## src/rtl/sync_tx.sv

```systemverilog
// sync_tx: drives the k/j/tx_en line triple: SYNC pattern, NRZI payload (LSB first), SE0 EOP.
// Optional bit stuffing after six consecutive ones: define SYNC_TX_BITSTUFF_EN.
module sync_tx #(
  parameter int SYNC_LEN = 8,
  parameter int DATA_W   = 8,
  parameter int BIT_DIV  = 1
) (
  input  logic              CLK,
  input  logic              RST,
  input  logic              start,
  input  logic [DATA_W-1:0] data_in,
  output logic              busy,
  output logic              done,
  output logic              k,
  output logic              j,
  output logic              tx_en
);

  localparam int MAX_N = (SYNC_LEN > DATA_W) ? SYNC_LEN : DATA_W;
  localparam int IDX_W = $clog2(MAX_N + 1);
  localparam int DIV_W = $clog2(BIT_DIV + 1);

  typedef enum logic [2:0] {S_IDLE, S_SYNC, S_DATA, S_EOP, S_DONE} state_t;

  state_t              state, state_nxt;
  logic [DIV_W-1:0]    div_cnt;
  logic [IDX_W-1:0]    idx;
  logic [DATA_W-1:0]   data_sh;
  logic                lvl;       // current data line level, 1 = K
  logic                sym_end, sync_last, data_last, nxt_bit, go_stuff;

  assign sym_end   = (div_cnt == DIV_W'(BIT_DIV - 1));
  assign sync_last = (idx == IDX_W'(SYNC_LEN - 1));
  assign data_last = (idx == IDX_W'(DATA_W - 1));

  generate
    if (DATA_W > 1) begin : g_nxt
      assign nxt_bit = data_sh[1];
    end else begin : g_nxt1
      assign nxt_bit = 1'b0;
    end
  endgenerate

`ifdef SYNC_TX_BITSTUFF_EN
  logic [2:0] ones_cnt;
  logic       stuff_q;    // current DATA symbol is a stuffed toggle

  assign go_stuff = (state == S_DATA) && !stuff_q && (ones_cnt == 3'd6);

  always_ff @(posedge CLK or negedge RST) begin
    if (!RST) begin
      ones_cnt <= '0;
      stuff_q  <= 1'b0;
    end else if (sym_end) begin
      if (state == S_SYNC && sync_last) begin
        ones_cnt <= data_sh[0] ? 3'd1 : 3'd0;
        stuff_q  <= 1'b0;
      end else if (state == S_DATA) begin
        if (go_stuff) begin
          ones_cnt <= '0;
          stuff_q  <= 1'b1;
        end else begin
          stuff_q <= 1'b0;
          if (!data_last) ones_cnt <= nxt_bit ? ones_cnt + 3'd1 : 3'd0;
        end
      end
    end
  end
`else
  assign go_stuff = 1'b0;
`endif

  always_ff @(posedge CLK or negedge RST) begin
    if (!RST) state <= S_IDLE;
    else      state <= state_nxt;
  end

  always_comb begin
    state_nxt = state;
    busy      = 1'b0;
    done      = 1'b0;
    k         = 1'b0;
    j         = 1'b0;
    tx_en     = 1'b0;
    case (state)
      S_IDLE: if (start) state_nxt = S_SYNC;
      S_SYNC: begin
        busy  = 1'b1;
        tx_en = 1'b1;
        // even symbols and the final one are K
        k     = ~idx[0] | sync_last;
        j     = ~k;
        if (sym_end && sync_last) state_nxt = S_DATA;
      end
      S_DATA: begin
        busy  = 1'b1;
        tx_en = 1'b1;
        k     = lvl;
        j     = ~lvl;
        if (sym_end && !go_stuff && data_last) state_nxt = S_EOP;
      end
      S_EOP: begin
        busy  = 1'b1;
        tx_en = 1'b1;
        if (sym_end) state_nxt = S_DONE;
      end
      S_DONE: begin
        done      = 1'b1;
        state_nxt = S_IDLE;
      end
      default: state_nxt = S_IDLE;
    endcase
  end

  always_ff @(posedge CLK or negedge RST) begin
    if (!RST) begin
      div_cnt <= '0;
      idx     <= '0;
      data_sh <= '0;
      lvl     <= 1'b1;
    end else begin
      div_cnt <= (state == S_IDLE || state == S_DONE || sym_end) ? '0 : div_cnt + 1'b1;
      case (state)
        S_IDLE: if (start) begin
          data_sh <= data_in;
          idx     <= '0;
        end
        S_SYNC: if (sym_end) begin
          if (sync_last) begin
            idx <= '0;
            // line sits at K; first bit 0 toggles to J
            lvl <= data_sh[0];
          end else begin
            idx <= idx + 1'b1;
          end
        end
        S_DATA: if (sym_end) begin
          if (go_stuff) begin
            lvl <= ~lvl;
          end else if (!data_last) begin
            idx     <= idx + 1'b1;
            data_sh <= data_sh >> 1;
            lvl     <= nxt_bit ? lvl : ~lvl;
          end
        end
        default: ;
      endcase
    end
  end

endmodule

```

## config.mk

```make
export PLATFORM = sky130hd
export DESIGN_NAME = sync_tx
export DESIGN_NICKNAME = d
export VERILOG_FILES = /design/src/rtl/sync_tx.sv
export SDC_FILE = /design/constraint.sdc
export NUM_CORES = 1
export LEC_CHECK = 0
export CAP_MARGIN = 30
export CELL_PAD_IN_SITES_DETAIL_PLACEMENT = 0
export CELL_PAD_IN_SITES_GLOBAL_PLACEMENT = 1
export CORE_MARGIN = 1.5
export CORE_UTILIZATION = 25
export DETAILED_ROUTE_END_ITERATION = 6
export PLACE_DENSITY = 0.57
export SYNTH_ARGS = -nofsm -noshare
export SYNTH_HDL_FRONTEND = slang
export SYNTH_SLANG_ARGS = --single-unit
```

## constraint.sdc

```tcl
create_clock -name CLK -period 2.2 [get_ports CLK]
set_input_delay 0.55 -clock CLK [delete_from_list [all_inputs] [get_ports CLK]]
set_output_delay 0.55 -clock CLK [all_outputs]
set_load 0.03 [all_outputs]
```

==> summary.md <==
| Metric | Value |
|---|---|
| Run status | finished, final reports clean |
| Post-Synth XOR/XNOR Area | 0% |
| Inserted Diodes | 0 |
| Synth Area in Compound Gates | 12.4% |
| Post-synth EDFFs | 0 |
| First-pass DRT Iterations | 2 |
| Die Height | 67.6 um |
| Max-cap violations | 0 |
| Core Region | about 4000 sq um |
| Largest family of logic cells by synthesized area | simple AND/OR/NAND/NOR gates |
| Ys async rst share | between 90% and 100% |
| Post-synth top area share | 38.4% |
| Die footprint | 4570 sq um |
| Min-delay src | data_sh[3]$_DFFE_PN0P_ |
| Post-synthesis adder-cell area fraction | 1.20% |
| TritonCTS clock tree | done |
| Antenna Nets Post-Route | 0 |
| Fmax | approximately 0.48 GHz |
| H-Tree Depth | 1 |
| Syn_nets | roughly 110 |
| Mux contribution to synthesized area | 19.4% |
| Yosys reg bits | 17 |
| Max Buffers Root-to-Sink | 2 |
| Starting Density | 26.1% |
| Vias per inst | 4.54 |
| Sw Ratio | about a third |
| Wirelength per Cell | 11.6 um |
| R2R cell count | 7 |
| Design area | around 1300 sq um |
| Total wire length | 1990 um |
| Share of cells above drive strength 1 | around 29% |
| Kind of critical path | flip-flop to output pin |
| Detailed Route Iter0 Violations | 45 |
| Syn Area/Cell | 10.5 sq um |
| Number of CTS-inserted buffers | 3 |
| # nets final | 134 |
| Routability Congestion | 0.738 |
| Simple-gate share of the synthesized area | 20.5% |
| Cell count after synthesis | 99 |
| Comb pwr share | 45.5% |
| Io pins | 16 |
| Cell area after synthesis | 1040 sq um |
| Most common flop cell mapped by yosys | dfrtp_1 |
| Clk pin slew, worst setup/hold paths | 0.07 ns |
| Core Rows | 23 |
| Ys Warns | 0 |
| DPL Wire Length | 1480 um |
| Library cells used by synthesis | 37 |
| Crit path from | state[0]$_DFFE_PN0P_ |
| Dpl cells | 165 |
| Final setup vio count | 0 |
| Crit path to | done |
| Grt ovf | 0 |
| Clock group share of total power | 16.9% |
| Sequential area share after synthesis | 40.9% |
| R2r endpoint | data_sh[6]$_DFFE_PN0P_ |
| Global-route usage over all layers | between 10% and 20% |
| Clk Latency, worst-skew pair | 0.25 ns |
| Crit Path Max Fanout | 2 |
| Slew Limit Fails | 0 |
| NetSw | 0.487 mW |
| Internal | slightly above 0.9 mW |
| Largest net degree at the start of global routing | 18 |
| Clock skew | 0.000521 ns |
| Crit end category | output pin |
| Fin crit share | a little over nine tenths |
| Worst Path Arrival | 1.54 ns |
| CTS root buf | clkbuf_8 |
| Port Buffer Count | 15 |
| Worst hold path type | flip-flop to flip-flop |
| Share of power burned in registers | a little under two fifths |
| Power per cell area | 1040 nW/um^2 |
| First-pass GRT wire length | around 3500 um |
| Minimum clock period | between 2 and 2.5 ns |
| Fillers | 405 |
| Antenna violations before repair | 0 |
| Synth-to-Final Area Change | 28.0% |
| Worst path required time | 1.65 ns |
| Post-Layout Cell Count | 171 |
| Reg2reg setup slack | 0.29 ns |
| RR Startpoint | idx[1]$_DFFE_PN0P_ |
| Placed Instance Area | 1260 sq um |
| Die width | 67.6 um |
| Vias in the first global route | 815 |
| CTS sink cnt | 17 |
| Drt drc | 0 |
| Most common cell after layout, fill and taps aside | dfrtp_1 |
| Final count of hold timing violations | 0 |
| Via count | around 780 |
| Startpoint types | flip-flop |
| Synth top area cells | dfrtp_1, mux2_4, mux2_2, mux2i_1, nor3b_1 |
| Most frequent cells in the layout | dfrtp_1, clkdlybuf4s50_1, buf_4, nor2_1, mux2_4 |
| VDD IR max | 0.000318 V |
| Cell taking the most area after synthesis | dfrtp_1 |
| Leak | 0.597 nW |
state kept, by name, summed over array words and instances, names as in the netlist:
signal / count
data_sh: 8
lvl: 1
div_cnt: 1
idx: 4
state: 3
worst max-delay path, cell delays in order, from the launching register on:
cell             delay, ns
dfrtp_1               0.37
nor2_1                0.13
and2_1                0.13
clkdlybuf4s50_1       0.66
cells by family (layout without fill, tap and decap cells):
group,after synthesis,after routing
fa+ha+maj,1,1
compound gates,21,21
mux,16,16
buf+inv,9,31
other cells,1,1
simple gates,34,34
flops,17,17
metal layers:
metal / track usage, % / up-vias / part of all wire [%]
met5: 0 / - / 0
met4: 4.59 / 0 / 0.75
met3: 2.17 / 2 / 5.4
met2: 17.3 / 16 / 45
met1: 12.4 / 364 / 49
li1: - / 395 / -
timing repair:
| item | CTS | global route |
|---|---|---|
| gates resized for setup | 0 | 3 |
| endpoints found under the hold margin | 0 | 0 |
| setup buffers | 2 | 0 |
| hold buffers | 0 | 0 |
| setup endpoints to repair | 1 | 1 |
synth_stat cells (all sizes together), types with 3 or more instances:
master	number
mux2i	3
nor3b	4
buf	7
nand2b	3
nor2	7
nor4b	3
a21oi	4
nand2	5
dfrtp	16
o21ai	7
mux2	13
a31oi	3
nor2b	5
layout make-up:
class	count	area, sq um	share of cell area, %
Inverter	2	7.51	0.563
Tap cell	50	62.6	4.69
Clock buffer	4	45.0	3.38
Multi-Input combinational cell	73	572	42.9
Timing Repair Buffer	25	220	16.5
Sequential cell	17	427	32.0
worst min path at each step:
stage	endpoint	depth (start not counted)
2_1_floorplan	data_sh[0]$_DFFE_PN0P_	0
3_3_place_gp	data_sh[2]$_DFFE_PN0P_	1
3_5_place_dp	data_sh[4]$_DFFE_PN0P_	1
4_1_cts	data_sh[3]$_DFFE_PN0P_	1
5_1_grt	data_sh[4]$_DFFE_PN0P_	1
6_report	data_sh[3]$_DFFE_PN0P_	1
power groups by stage:
stage          sequential (mW)  clock (mW)  combinational, mW
4_1_cts                  0.526       0.243              0.637
3_3_place_gp             0.525           0              0.619
2_1_floorplan            0.514           0              0.455
6_report                 0.523       0.235              0.634
5_1_grt                  0.546       0.258              0.708
3_5_place_dp             0.526           0              0.633
stage by stage:
stage | setup TNS [ns] | setup slack [ns] | util [%] | power (mW) | hold WS, ns
global placement | 0 | 0.0405 | 31.6 | 1.14 | 0.493
detailed placement | 0 | 0.0261 | 31.6 | 1.16 | 0.489
global route | -0.00342 | -0.00342 | 33.3 | 1.51 | 0.520
CTS | 0 | 0.0618 | 33.1 | 1.41 | 0.514
finish | 0 | 0.109 | 33.3 | 1.39 | 0.508
floorplan | 0 | 0.0848 | - | 0.969 | 0.254
No activity file was read; power rests on OpenSTA's default activity.
